<file path="src/rtl/dds_param_ctrl.sv">
// DDS front-panel control: key sync/debounce, field FSM, param edit.
// Ports: clk, rst_n, key_{mode,up,down}_n in; wave_*, edit_field, param_upd out. Option: DDS_AUTOREPEAT_EN.
module dds_param_ctrl #(
  parameter int unsigned DEB_CYCLES    = 1_000_000,
  parameter int unsigned FREQ_INIT     = 1000,
  parameter int unsigned FREQ_MIN      = 100,
  parameter int unsigned FREQ_MAX      = 9999,
`ifdef DDS_AUTOREPEAT_EN
  parameter int unsigned HOLD_CYCLES   = 25_000_000,
  parameter int unsigned REPEAT_CYCLES = 5_000_000,
`endif
  parameter int unsigned FREQ_STEP     = 100
) (
  input  logic        clk,
  input  logic        rst_n,
  input  logic        key_mode_n,
  input  logic        key_up_n,
  input  logic        key_down_n,
  output logic [1:0]  wave_sel,
  output logic [19:0] wave_freq,
  output logic [1:0]  wave_a,
  output logic [1:0]  edit_field,
  output logic        param_upd
);

  typedef enum logic [1:0] {
    F_WAVE = 2'd0,
    F_FREQ = 2'd1,
    F_AMP  = 2'd2
  } field_t;

  localparam int DW = $clog2(DEB_CYCLES + 1);
  localparam logic [DW-1:0] DEB_LAST = DW'(DEB_CYCLES - 1);
  localparam logic [19:0] FMIN = 20'(FREQ_MIN);
  localparam logic [19:0] FMAX = 20'(FREQ_MAX);
  localparam logic [19:0] FSTP = 20'(FREQ_STEP);
  localparam logic [19:0] FINI = 20'(FREQ_INIT);

  // bit 0 mode, bit 1 up, bit 2 down
  logic [2:0]    raw;
  logic [2:0]    s1, s2, deb, deb_d;
  logic [DW-1:0] cnt [3];
  logic [2:0]    press, ev;

  assign raw = {key_down_n, key_up_n, key_mode_n};

  always_ff @(posedge clk or negedge rst_n) begin
    if (!rst_n) begin
      s1    <= '1;
      s2    <= '1;
      deb   <= '1;
      deb_d <= '1;
      for (int i = 0; i < 3; i++) cnt[i] <= '0;
    end else begin
      s1    <= raw;
      s2    <= s1;
      deb_d <= deb;
      for (int i = 0; i < 3; i++) begin
        if (s2[i] == deb[i]) begin
          cnt[i] <= '0;
        end else if (cnt[i] == DEB_LAST) begin
          deb[i] <= s2[i];
          cnt[i] <= '0;
        end else begin
          cnt[i] <= cnt[i] + 1'b1;
        end
      end
    end
  end

  assign press = deb_d & ~deb;

`ifdef DDS_AUTOREPEAT_EN
  localparam int unsigned HMAX =
    (HOLD_CYCLES > REPEAT_CYCLES) ? HOLD_CYCLES : REPEAT_CYCLES;
  localparam int HW = $clog2(HMAX + 1);
  localparam logic [HW-1:0] HOLD_LAST = HW'(HOLD_CYCLES - 1);
  localparam logic [HW-1:0] REP_LAST  = HW'(REPEAT_CYCLES - 1);

  logic [HW-1:0] hcnt [2];
  logic [1:0]    rep_ph;
  logic [1:0]    rpt;

  // rep_ph=0: waiting out the initial hold; 1: periodic repeat
  always_comb begin
    rpt = '0;
    for (int k = 0; k < 2; k++) begin
      rpt[k] = ~deb[k+1] & ~deb_d[k+1] &
               (rep_ph[k] ? (hcnt[k] == REP_LAST)
                          : (hcnt[k] == HOLD_LAST));
    end
  end

  always_ff @(posedge clk or negedge rst_n) begin
    if (!rst_n) begin
      rep_ph <= '0;
      for (int k = 0; k < 2; k++) hcnt[k] <= '0;
    end else begin
      for (int k = 0; k < 2; k++) begin
        if (press[k+1] || deb[k+1]) begin
          hcnt[k]   <= '0;
          rep_ph[k] <= 1'b0;
        end else if (rpt[k]) begin
          hcnt[k]   <= '0;
          rep_ph[k] <= 1'b1;
        end else begin
          hcnt[k] <= hcnt[k] + 1'b1;
        end
      end
    end
  end

  assign ev = {press[2] | rpt[1], press[1] | rpt[0], press[0]};
`else
  assign ev = press;
`endif

  field_t      state_q, state_d;
  logic [1:0]  sel_q, sel_d;
  logic [19:0] freq_q, freq_d;
  logic [1:0]  a_q, a_d;
  logic        upd_d;
  logic        inc, dec;

  // mode wins; up with down cancels
  assign inc = ev[1] & ~ev[2] & ~ev[0];
  assign dec = ev[2] & ~ev[1] & ~ev[0];

  always_comb begin
    state_d = state_q;
    sel_d   = sel_q;
    freq_d  = freq_q;
    a_d     = a_q;
    unique case (1'b1)
      ev[0]: begin
        case (state_q)
          F_WAVE:  state_d = F_FREQ;
          F_FREQ:  state_d = F_AMP;
          default: state_d = F_WAVE;
        endcase
      end
      inc: begin
        case (state_q)
          F_WAVE: sel_d = sel_q + 2'd1;
          F_FREQ: freq_d = (freq_q >= FMAX - FSTP) ? FMAX
                                                   : freq_q + FSTP;
          default: a_d = (a_q == 2'd3) ? a_q : a_q + 2'd1;
        endcase
      end
      dec: begin
        case (state_q)
          F_WAVE: sel_d = sel_q - 2'd1;
          F_FREQ: freq_d = (freq_q <= FMIN + FSTP) ? FMIN
                                                   : freq_q - FSTP;
          default: a_d = (a_q == 2'd0) ? a_q : a_q - 2'd1;
        endcase
      end
      default: ;
    endcase
    upd_d = (sel_d != sel_q) | (freq_d != freq_q) | (a_d != a_q);
  end

  always_ff @(posedge clk or negedge rst_n) begin
    if (!rst_n) begin
      state_q   <= F_WAVE;
      sel_q     <= 2'd0;
      freq_q    <= FINI;
      a_q       <= 2'd3;
      param_upd <= 1'b0;
    end else begin
      state_q   <= state_d;
      sel_q     <= sel_d;
      freq_q    <= freq_d;
      a_q       <= a_d;
      param_upd <= upd_d;
    end
  end

  assign wave_sel   = sel_q;
  assign wave_freq  = freq_q;
  assign wave_a     = a_q;
  assign edit_field = state_q;

endmodule
</file>
<file path="config.mk">
export PLATFORM = sky130hd
export DESIGN_NAME = dds_param_ctrl
export DESIGN_NICKNAME = d
export VERILOG_FILES = /design/src/rtl/dds_param_ctrl.sv
export SDC_FILE = /design/constraint.sdc
export NUM_CORES = 1
export LEC_CHECK = 0
export CAP_MARGIN = 20
export CORE_MARGIN = 8
export CORE_UTILIZATION = 25
export CTS_CLUSTER_SIZE = 14
export DETAILED_ROUTE_END_ITERATION = 8
export GPL_TIMING_DRIVEN = 0
export SYNTH_ARGS = -nofsm -noshare
export SYNTH_HDL_FRONTEND = slang
export SYNTH_SLANG_ARGS = --single-unit
</file>
<file path="constraint.sdc">
create_clock -name clk -period 4.95 [get_ports clk]
set_input_delay 0.495 -clock clk [delete_from_list [all_inputs] [get_ports clk]]
set_output_delay 0.495 -clock clk [all_outputs]
set_load 0.02 [all_outputs]
</file>
[Yosys cells after proc, flatten, opt, wreduce, memory -nomap -nowiden]
Cells that the tools add are included.
Word-level totals
  word-level logic and storage cells: 76
  output and inout bits: 27
  register bits: 99
Cells by class
  bitwise logic cells: 14
  mux-type cells: 20
  equal/unequal tests: 11
  magnitude comparators: 2
  $add $sub $neg: 9
  reductions and logical operators: 6
Operators by type and width (number)
  $mux 20: 10
  $add 20x1->20 const B: 3
  $eq 20x20->1 const B: 3
  $pmux 20 s2: 1
  $add 20x7->20 const B: 1
  $ge 20x14->1 const B: 1
  $le 20x8->1 const B: 1
  $ne 20x20->1: 1
  $sub 20x7->20 const B: 1
  $mux 2: 6
  $pmux 2 s2: 3
  $not 1->1: 6
  $reduce_and 2->1: 3
  $add 2x1->2 const B: 2
  $and 1x1->1: 4
  $logic_not 2->1: 2
  $ne 2x2->1: 2
  $sub 2x1->2 const B: 2
  $and 3x3->3: 1
  $eq 1x1->1: 3
  $not 3->3: 1
  $eq 2x1->1 const B: 1
  $eq 2x2->1 const B: 1
  $or 1x1->1: 2
  $reduce_or 2->1: 1

[Logic depth before layout (Yosys ltp)]
Gate-level depths: netlist (run 1).
  depth in word-level cells: 9
  gate-level depth with buffers: 11
  mapped depth without buffers: 10

[Worst setup path after synthesis (run 1)]
OpenSTA, ideal clock, no wires.
  path kind: register to register
  start point: reg freq_q[2] (netlist: wave_freq[2])
  end point: reg param_upd
  buffers on the path: 1
  period minus slack after synthesis: 2559 ps
  slack: 2391 ps
  stages on the path, launching flop included: 12
  arrival time: 2417 ps
  required time: 4808 ps
  path through: dfrtp_1 inv_1 ha_1 nor3b_1 o211ai_1 o21ai_2 buf_2 o21ai_0 a21oi_1 a2111o_1 o31ai_2 o2111ai_1
On the way
  word-level cells in the longest chain between the ends: 7
  elaborated cells on any way between the ends: 12
  those cells by class: 2 x add/sub; 2 x order compare; 1 x eq/ne; 5 x mux; 2 x bitwise
RTL lines
  from (decl): line 120  | logic [19:0] freq_q, freq_d;
  from (signal assigned): line 173  | freq_q <= freq_d;
  $sub 20x7->20, or another cell as far along: line 154  | : freq_q - FSTP;
  $mux 20 (on tied branches): line 153, 145
  $mux 20 (on tied branches): line 151, 143
  $pmux 20 s2: line 134  | unique case (1'b1)
  $ne 20x20->1 (*): line 160  | upd_d = (sel_d != sel_q) | (freq_d != freq_q) | (a_d != a_q);
  $or 1x1->1 (*) (2 in a row): line 160
  named net upd_d: line 122  | logic upd_d;
  to (signal assigned): line 175  | param_upd <= upd_d;
  to (decl): line 23  | output logic param_upd
The timed path passes the listed nets; every way through them passes the cells marked *.
A chain may end at the register's enable or synchronous reset.

[Worst setup path after layout (run 1)]
Same ends and word-level chain as after synthesis.

==> out/qor.csv, run 1 <==
stage,metric,value,unit
status,status,"finished, final reports clean",
route,dr.pass1.iters,4,
placed_design,portBuffers,31,
sta,period_needed,3090,ps
grt,gr-total-overflow,0,
die,chipHeight,166,µm
setup_path,critical-path-top-delay-family,compound AO/OA/AOI/OAI gates,
cts,postCtsSetupBuffers,0,
setup_path,crit_required,5150,ps
die,initial_core_util,25.1,%
cts,h-tree-depth,3,
die,die_area,0.0275,mm²
cts,cts_hold_buf,0,
sta,final.setup.tns,0,ps
route,routed-via-count,4605,
cts,path_clk_slew,70,ps
setup_path,end_kind,flip-flop,
grt,grt_pass1_wl,23900,µm
yosys,synth_seq_area_share,44.6,%
final_layout,syn_to_final_growth,17.8,%
die,io_pins,32,
final_layout,final_common_cell,nor2_1,
setup_path,cp.buffers_inverters,1,
route,avgRoutedWirePerCell,14.7,µm
yosys,ys_ff_latch,99,
setup_path,crit_path_cell_trace,inv_1 -> ha_1 -> a221oi_1 -> o31a_1 -> nand2_1 -> o2111ai_1 -> o2111ai_1 -> a211oi_1 -> o2111ai_1,
setup_path,critPathLaunchType,flip-flop,
final_layout,fillCellCount,2341,
yosys,synth_flop_cell,dfrtp_1,
die,core_area,0.0224,mm²
final_layout,drive_gt1_share,12.0,%
cts,cts_resized,0,
setup_path,path_max_fanout,8,
power,leakage,2.63,nW
final_layout,antenna_cells,0,
yosys,synthDistinctLibCells,72,
run,maxCapViolCount,0,
route,vias_per_cell,4.85,
worst_hold_path,holdCritPathClass,in -> async,
sta,rsz0062_at_grt,false,
grt,grt_max_degree,58,
sta,final.setup_skew,11.0,ps
yosys,syn_nets,627,
cts,clock-sinks,99,
sta,slew_viol_final,0,
sta,finalSetupViolations,0,
final_layout,layout_common_cells,"nor2_1 (95), dfrtp_1 (79), nand2_1 (53), nand3_1 (45), xor2_1 (38)",
cts,clockBufferDepth,2,
sta,final_hold_viol_count,0,
power,ir_drop,155,µV
yosys,syn_avg_cell_area,9.12,µm²
route,finalWirelength,14000,µm
grt,antenna_found_initial,0,
die,die_x,166,µm
setup_path,cp_slowest_stage_delay,510,ps
yosys,yosys_warnings,0,
yosys,syn-instance-count,616,
setup_path,cp.arrival,3280,ps
yosys,synth_area,0.00562,mm²
cts,cts_tree,done,
sta,clock.fmax,324,MHz
setup_path,crit_top_cell,o2111ai_1,
yosys,synth_edf_count,0,
route,remaining_drc_errors,0,
setup_path,crit_type,reg -> reg,
placed_design,place_congestion,0.937,
yosys,async_flop_share,100,%
sta,timing.final.crit_share,62.3,%
sta,timing.slew.headroom,48.3,%
cts,insertion_delay,350,ps
final_layout,nNetsFinal,670,
cts,clock_tree.root_cell,clkbuf_16,
grt,track_usage,10.5,%
final_layout,post-route-util,29.6,%
route,drtIter0Drc,263,
route,ant_nets,0,
cts,cts-buffers-inserted,9,
setup_path,cp_slowest_cell,dfrtp_1,
die,rows,55,
grt,grt_pass1_vias,4552,
sta,worst_pin_slew,768,ps
placed_design,dp_hpwl,10100,µm
power,power_density,242,mW/mm²
Yosys cell counts (3+ instances only):
cell type  number  area (µm²)
nor2_1         95         357
dfrtp_1        79        1980
nand2_1        53         199
nand3_1        45         225
xor2_1         38         333
o21ai_0        30         150
a21oi_1        27         135
xnor2_1        27         236
dfstp_2        20         526
and3_1         14        87.6
nor3_1         14        70.1
inv_1          13        48.8
buf_2          12        60.1
clkbuf_1       11        41.3
nand4_1        10        62.6
or3_1           8        50.1
a31oi_1         7        43.8
nor4_1          7        43.8
ha_1            6        75.1
o211ai_1        6        45.0
nand2b_1        5        31.3
nor4b_1         5        43.8
o2111ai_1       5        43.8
or2_2           5        31.3
a211oi_1        3        22.5
mux2_2          3        33.8
o21a_1          3        22.5
o221ai_1        3        26.3
state kept, by name, summed over array words and instances (netlist names):
register,cells
deb,3
cnt,60
s1,3
wave_sel,2
edit_field,2
deb_d,3
wave_a,2
s2,3
wave_freq,20
param_upd,1
where the power goes:
part           switching, W  leakage [nW]  total [W]  internal [W]
Sequential       0.00000687          1.30   0.000826      0.000819
Combinational     0.0000294          1.17  0.0000423     0.0000128
Clock              0.000327         0.151   0.000730      0.000403
Total              0.000363          2.63    0.00160       0.00124
path summary, 6_finish.rpt:
check | start | end | slack, ps | cells past startpoint
hold reg to reg | s1[0] | s2[0] | 360 | 0
min in group clk | s1[0] | s2[0] | 360 | 0
max in group asynchronous | rst_n | deb[2] | 4060 | 2
setup reg to reg | wave_freq[2] | param_upd | 1860 | 9
hold / removal | rst_n | wave_freq[18] | 150 | 1
setup / recovery | wave_freq[2] | param_upd | 1860 | 9
logic make-up (layout without fill, tap and decap cells):
kind of cell / count (synthesis) / after routing / share of synthesized area [%]
simple gates: 287 / 287 / 26.2
mux: 4 / 4 / 0.780
xor+xnor: 65 / 65 / 10.1
compound gates: 114 / 114 / 13.7
buf+inv: 41 / 89 / 3.28
flops: 99 / 99 / 44.6
fa+ha+maj: 6 / 6 / 1.34
worst register-to-register path, delay by kind of cell (launching register included):
kind / cells / cell delay, ps
compound gates: 6 / 1800
flops: 1 / 510
simple gates: 1 / 260
fa+ha+maj: 1 / 230
buf+inv: 1 / 140
area by class of cell:
type	instances	area [µm²]	area share, %
Multi-Input combinational cell	476	2930	44.3
Sequential cell	99	2500	37.8
Tap cell	285	357	5.39
Timing Repair Buffer	32	335	5.07
Clock buffer	10	229	3.46
Buffer	28	135	2.04
Clock inverter	6	81.3	1.23
Inverter	13	48.8	0.737
through the flow:
stage	worst slack, ps	cells	hold WS, ps	total power [W]	area (µm²)
finish	1860	949	154	0.00160	6620
global route	1580	949	200	0.00167	6620
CTS	1910	949	166	0.00163	6620
detailed placement	1930	933	347	0.000886	6310
global placement	-469	932	346	0.000883	6280
floorplan	2390	616	199	0.000858	5620
per-layer routing:
metal / global-route usage (%) / routed length (µm) / vias up
met1: 14.2 / 6580 / 2189
li1: - / - / 2252
met2: 16.0 / 6240 / 145
met3: 2.76 / 894 / 19
met4: 3.68 / 265 / 0
met5: 0 / 0 / -
No activity file was read; power rests on OpenSTA's default activity.
==> run 2: changes to the inputs <==
==> constraint.sdc (replaced) <==
create_clock -name clk -period 3.2 [get_ports clk]
set_input_delay 0.32 -clock clk [delete_from_list [all_inputs] [get_ports clk]]
set_output_delay 0.32 -clock clk [all_outputs]
set_load 0.02 [all_outputs]
==> run 2 against run 1 <==
  * Clock power grew 55%
  * Worst hold slack gained 200 ps
  * Clock skew barely moved
  * Non-clock buffer count grew 1
  * Sequential power increased by 55%
  * Critical endpoint unchanged
  * Largest cell class unchanged
  * Largest power group unchanged
==> out/qor.csv, run 2 (same netlist as run 1, synthesis figures left out) <==
stage,metric,value,unit,change
route,dr.pass1.iters,5,,was 4
setup_path,cp.arrival,3140,ps,was 3280 ps
setup_path,rr_startpoint,wave_freq[3],,was wave_freq[2]
route,ant_nets,0,,unchanged
cts,cts-buffers-inserted,9,,unchanged
route,drtIter0Drc,284,,was 263
final_layout,nNetsFinal,671,,was 670
setup_path,critical-path-top-delay-family,compound AO/OA/AOI/OAI gates,,unchanged
route,finalWirelength,14000,µm,about the same
sta,slew_viol_final,0,,unchanged
cts,cts_tree,done,,unchanged
sta,period_needed,2940,ps,was 3090 ps
sta,worst_pin_slew,779,ps,was 768 ps
cts,clock-sinks,99,,unchanged
final_layout,final_common_cell,nor2_1,,unchanged
sta,hold_slack,357,ps,was 154 ps
setup_path,r2r_slack,260,ps,was 1860 ps
power,ir_drop,240,µV,was 155 µV
setup_path,crit_top_cell,o2111ai_1,,unchanged
die,core_area,0.0224,mm²,unchanged
sta,timing.final.crit_share,92.0,%,was 62.3%
final_layout,design_area,0.00665,mm²,was 0.00662 mm²
status,status,"finished, final reports clean",,unchanged
placed_design,placed_cells,933,,unchanged
setup_path,end_kind,flip-flop,,unchanged
setup_path,critPathLaunchType,flip-flop,,unchanged
final_layout,drive_gt1_share,12.5,%,was 12.0%
worst_hold_path,worstHoldPathCells,0,,
worst_hold_path,hold_path_end,s2[0],,
route,vias_per_cell,4.86,,was 4.85
power,power_density,372,mW/mm²,was 242 mW/mm²
grt,grt_pass1_wl,23900,µm,unchanged
cts,clock_tree.root_cell,clkbuf_16,,unchanged
worst_hold_path,worstHoldStart,s1[0],,
setup_path,cp_slowest_cell,dfstp_2,,was dfrtp_1
die,initial_core_util,25.1,%,unchanged
setup_path,timing.rr.end,param_upd,,unchanged
sta,rsz0062_at_grt,false,,unchanged
grt,grt_max_degree,58,,unchanged
final_layout,largest_register_ffs,60,,unchanged
route,routed-via-count,4621,,was 4605
grt,grt_pass1_vias,4552,,unchanged
setup_path,crit_required,3400,ps,was 5150 ps
final_layout,antenna_cells,0,,unchanged
placed_design,place_congestion,0.937,,unchanged
final_layout,post-route-util,29.7,%,was 29.6%
final_layout,stdcell_count,950,,was 949
final_layout,syn_to_final_growth,18.3,%,was 17.8%
power,leakage,2.64,nW,was 2.63 nW
cts,insertion_delay,350,ps,about the same
setup_path,reg2reg_depth,10,,was 9
die,io_pins,32,,unchanged
setup_path,cp.buffers_inverters,1,,unchanged
sta,clock.fmax,340,MHz,was 324 MHz
setup_path,crit_type,reg -> reg,,unchanged
placed_design,postPlaceCellArea,0.00631,mm²,unchanged
cts,path_clk_slew,70,ps,about the same
sta,finalSetupViolations,0,,unchanged
placed_design,dp_hpwl,10100,µm,unchanged
final_layout,layout_common_cells,"nor2_1 (95), dfrtp_1 (79), nand2_1 (53), nand3_1 (45), xor2_1 (38)",,unchanged
setup_path,path_max_fanout,10,,was 8
sta,final.setup_skew,10.8,ps,was 11.0 ps
setup_path,crit_path_cell_trace,ha_1 -> nor3b_2 -> o211ai_1 -> o21ai_2 -> buf_2 -> nor4_1 -> a31oi_1 -> o2111ai_1 -> nor4_2 -> o2111ai_1,,was inv_1 -> ha_1 -> a221oi_1 -> o31a_1 -> nand2_1 -> o2111ai_1 -> o2111ai_1 -> a211oi_1 -> o2111ai_1
sta,final_hold_viol_count,0,,unchanged
run,maxCapViolCount,0,,unchanged
die,chipHeight,166,µm,unchanged
die,die_x,166,µm,unchanged
grt,gr-total-overflow,0,,unchanged
placed_design,portBuffers,31,,unchanged
worst_hold_path,holdCritPathClass,reg -> reg,,was in -> async
cts,h-tree-depth,3,,unchanged
setup_path,cp_slowest_stage_delay,670,ps,was 510 ps
die,rows,55,,unchanged
cts,postCtsSetupBuffers,0,,unchanged
cts,clockBufferDepth,2,,unchanged
die,die_area,0.0275,mm²,unchanged
final_layout,largest-register,cnt,,unchanged
grt,track_usage,10.5,%,unchanged
grt,antenna_found_initial,0,,unchanged
sta,timing.slew.headroom,47.6,%,was 48.3%
route,avgRoutedWirePerCell,14.7,µm,about the same
route,remaining_drc_errors,0,,unchanged
==> run 2: cell count changes in the layout (fill, tap and decap cells not counted) <==
cell	before	now
a221oi_2	0	1
nor4_2	2	3
a221oi_1	1	0
nor4_1	7	6
nor3b_2	0	1
dlygate4sd3_1	0	1
nor3b_1	2	1
==> run 2: timing repair <==
action | 4_1_cts | 5_1_grt
endpoints found under the hold margin | 30 | 0
setup endpoints to repair | 0 | 1
hold buffers | 1 | 0
resized for setup | 0 | 3
==> run 2: final cells by class <==
class                      count  area [µm²]
sequential                    99        2500
inverter                      13        48.8
buffer                        28         135
timing repair buffer          33         345
multi-input combinational    476        2950
clock inverter                 6        81.3
fill                        2340       15700
clock buffer                  10         229
tap                          285         357
==> run 2: where the power goes <==
part	total [W]	internal [W]	switching, W
sequential	0.00128	0.00127	0.0000106
clock	0.00113	0.000624	0.000506
combinational	0.0000663	0.0000206	0.0000457
total	0.00247	0.00191	0.000563
==> run 2: routing by layer <==
metal  routed length (µm)  global-route usage, %
met3                  917                   2.73
met2                 6230                   16.0
met4                  292                   3.68
met5                    0                      0
met1                 6570                   14.2
==> run 2: worst max path at each step <==
stage / cells past startpoint / start / end / slack, ps
2_1_floorplan: 11 / wave_freq[2] / param_upd / 640
3_3_place_gp: 1 / rst_n / cnt[53] / -2040
3_5_place_dp: 10 / wave_freq[3] / param_upd / 180
4_1_cts: 10 / wave_freq[3] / param_upd / 160
5_1_grt: 10 / wave_freq[3] / param_upd / 20
6_report: 10 / wave_freq[3] / param_upd / 260
==> run 2: through the flow <==
stage          total power [W]  setup TNS, ps  setup WS (ps)
3_5_place_dp           0.00137              0            179
4_1_cts                0.00252              0            161
2_1_floorplan          0.00133              0            641
6_report               0.00247              0            255
3_3_place_gp           0.00137        -176360          -2040
5_1_grt                0.00258              0           24.0
==> run 3: changes to the inputs <==
--- a/config.mk
+++ b/config.mk
@@ -10,7 +10,6 @@
 export CORE_UTILIZATION = 25
 export CTS_CLUSTER_SIZE = 14
 export DETAILED_ROUTE_END_ITERATION = 8
-export GPL_TIMING_DRIVEN = 0
 export SYNTH_ARGS = -nofsm -noshare
 export SYNTH_HDL_FRONTEND = slang
 export SYNTH_SLANG_ARGS = --single-unit
==> run 3 against run 2 <==
  * Count of clock-buffer cells in the layout grew 1
  * Core utilization fell by 0.26 points
  * Sequential share of layout area up 0.33 points
  * Combinational power is 7.2% lower
  * Sequential power is essentially flat
  * Power decreased by 1.3%
  * Final cell count down 1.1%
  * Critical path type unchanged
  * Worst setup slack gained 130 ps
  * Critical path depth is 1 lower
  * Via count rose by 0.84%
  * Final area shrank 0.87%
  * Sequential cell count stayed put
==> out/qor.csv, run 3 (same netlist as run 1, synthesis figures left out) <==
stage,metric,value,unit,change
setup_path,end_kind,flip-flop,,unchanged
placed_design,dp_hpwl,9680,µm,was 10100 µm
final_layout,fillCellCount,2321,,was 2340
grt,grt_pass1_wl,23200,µm,was 23900 µm
setup_path,crit_required,3400,ps,about the same
sta,timing.final.crit_share,88.0,%,was 92.0%
placed_design,portBuffers,31,,unchanged
setup_path,cp.arrival,3020,ps,was 3140 ps
sta,worst_pin_slew,918,ps,was 779 ps
cts,h-tree-depth,3,,unchanged
cts,cts_resized,0,,unchanged
final_layout,drive_gt1_share,12.7,%,was 12.5%
placed_design,postPlaceCellArea,0.00629,mm²,was 0.00631 mm²
die,initial_core_util,25.1,%,unchanged
sta,final_hold_viol_count,0,,unchanged
route,avgRoutedWirePerCell,14.6,µm,was 14.7 µm
cts,cts_hold_buf,0,,was 1
cts,postCtsSetupBuffers,0,,unchanged
die,die_x,166,µm,unchanged
final_layout,largest_register_ffs,60,,unchanged
route,dr.pass1.iters,5,,unchanged
route,vias_per_cell,4.96,,was 4.86
die,chipHeight,166,µm,unchanged
cts,cts_tree,done,,unchanged
grt,gr-total-overflow,0,,unchanged
power,power_density,371,mW/mm²,was 372 mW/mm²
power,power,0.00244,W,was 0.00247 W
setup_path,path_max_fanout,10,,unchanged
final_layout,nNetsFinal,661,,was 671
sta,slew_viol_final,0,,unchanged
setup_path,crit_type,reg -> reg,,unchanged
setup_path,crit_path_cell_trace,ha_1 -> nor3b_1 -> o211ai_1 -> o21ai_2 -> nor4_1 -> a31oi_1 -> o2111ai_1 -> nor4_1 -> o2111ai_1,,was ha_1 -> nor3b_2 -> o211ai_1 -> o21ai_2 -> buf_2 -> nor4_1 -> a31oi_1 -> o2111ai_1 -> nor4_2 -> o2111ai_1
cts,path_clk_slew,70,ps,about the same
grt,grt_pass1_vias,4500,,was 4552
sta,final.setup_skew,8.21,ps,was 10.8 ps
worst_hold_path,holdCritPathClass,in -> async,,was reg -> reg
die,core_area,0.0224,mm²,unchanged
route,routed-via-count,4660,,was 4621
power,p_switching,0.000546,W,was 0.000563 W
final_layout,layout_common_cells,"nor2_1 (95), dfrtp_1 (79), nand2_1 (53), nand3_1 (45), xor2_1 (38)",,unchanged
grt,track_usage,10.1,%,was 10.5%
sta,hold_slack,88.9,ps,was 357 ps
placed_design,place_congestion,0.959,,was 0.937
route,drtIter0Drc,338,,was 284
die,die_area,0.0275,mm²,unchanged
power,pwr-share-seq,52.4,%,was 51.6%
final_layout,antenna_cells,0,,unchanged
sta,clock.fmax,355,MHz,was 340 MHz
power,switching_share,22.4,%,was 22.7%
final_layout,design_area,0.00659,mm²,was 0.00665 mm²
cts,clock-sinks,99,,unchanged
power,leakage,2.62,nW,was 2.64 nW
sta,timing.slew.headroom,38.8,%,was 47.6%
setup_path,cp_slowest_stage_delay,630,ps,was 670 ps
power,intPower,0.00190,W,was 0.00191 W
cts,clockBufferDepth,2,,unchanged
route,remaining_drc_errors,0,,unchanged
run,maxCapViolCount,0,,unchanged
grt,antenna_found_initial,0,,unchanged
final_layout,post-route-util,29.5,%,was 29.7%
setup_path,cp_slowest_cell,dfstp_2,,unchanged
die,io_pins,32,,unchanged
sta,finalSetupViolations,0,,unchanged
route,ant_nets,0,,unchanged
power,pwr-share-clk,45.1,%,was 45.7%
final_layout,syn_to_final_growth,17.3,%,was 18.3%
cts,clock_tree.root_cell,clkbuf_16,,unchanged
final_layout,final_common_cell,nor2_1,,unchanged
power,ir_drop,194,µV,was 240 µV
setup_path,critPathLaunchType,flip-flop,,unchanged
grt,grt_max_degree,72,,was 58
route,finalWirelength,13700,µm,was 14000 µm
power,p_comb_share,2.5,%,was 2.7%
final_layout,largest-register,cnt,,unchanged
status,status,"finished, final reports clean",,unchanged
sta,final.setup.tns,0,ps,unchanged
die,rows,55,,unchanged
sta,rsz0062_at_grt,false,,unchanged
cts,cts-buffers-inserted,9,,unchanged
sta,period_needed,2820,ps,was 2940 ps
cts,insertion_delay,340,ps,was 350 ps
run 3: cell types whose count changed in the layout (fill, tap and decap cells not counted), sizes merged:
cell / delta
buf: +2
clkinv: -1
clkbuf: -10
dlygate4sd3: -1
inv: -1
clkinvlp: +1
run 3: final cells by class:
cell class	instances	area, µm²	share of cell area [%]
clock buffers	11	233	3.53
clock inverters	5	60.1	0.912
inverters	13	48.8	0.741
multi-input cells	476	2930	44.5
flip-flops and latches	99	2500	38.0
well taps	285	357	5.41
repair buffers	51	458	6.95
run 3: power groups by stage:
stage / clock [W] / combinational [W] / sequential (W)
2_1_floorplan: 0 / 0.0000271 / 0.00130
3_3_place_gp: 0 / 0.0000647 / 0.00130
3_5_place_dp: 0 / 0.0000647 / 0.00130
4_1_cts: 0.00114 / 0.0000653 / 0.00128
5_1_grt: 0.00118 / 0.0000736 / 0.00128
6_report: 0.00110 / 0.0000615 / 0.00128
run 3: per-layer routing:
metal  GRT usage (%)  up-vias  routed length, µm
met5               0        -                  0
met3            2.61       25               1010
met2            15.3      187               6090
met1            13.3     2211               6300
met4            4.47        0                305
li1                -     2237                  -
run 3: critical path: cells and delay by family (launching register included):
family	cells	cell delay [ps]
adder cells (fa/ha/maj)	1	200
AO/OA/AOI/OAI	5	1070
AND/OR/NAND/NOR	3	760
flip-flops	1	630
run 3: through the flow:
stage	setup WS [ps]	instances
2_1_floorplan	641	616
3_3_place_gp	531	924
3_5_place_dp	442	924
4_1_cts	421	940
5_1_grt	163	940
6_report	383	940
run 3: worst paths after layout:
kind	start	to	slack [ps]	depth (start not counted)
max in group asynchronous	rst_n	s1[2]	2250	2
hold / removal	rst_n	wave_freq[4]	90	1
hold reg to reg	s1[0]	s2[0]	370	0
setup reg to reg	wave_freq[3]	param_upd	380	9
setup / recovery	wave_freq[3]	param_upd	380	9
min in group clk	s1[0]	s2[0]	370	0
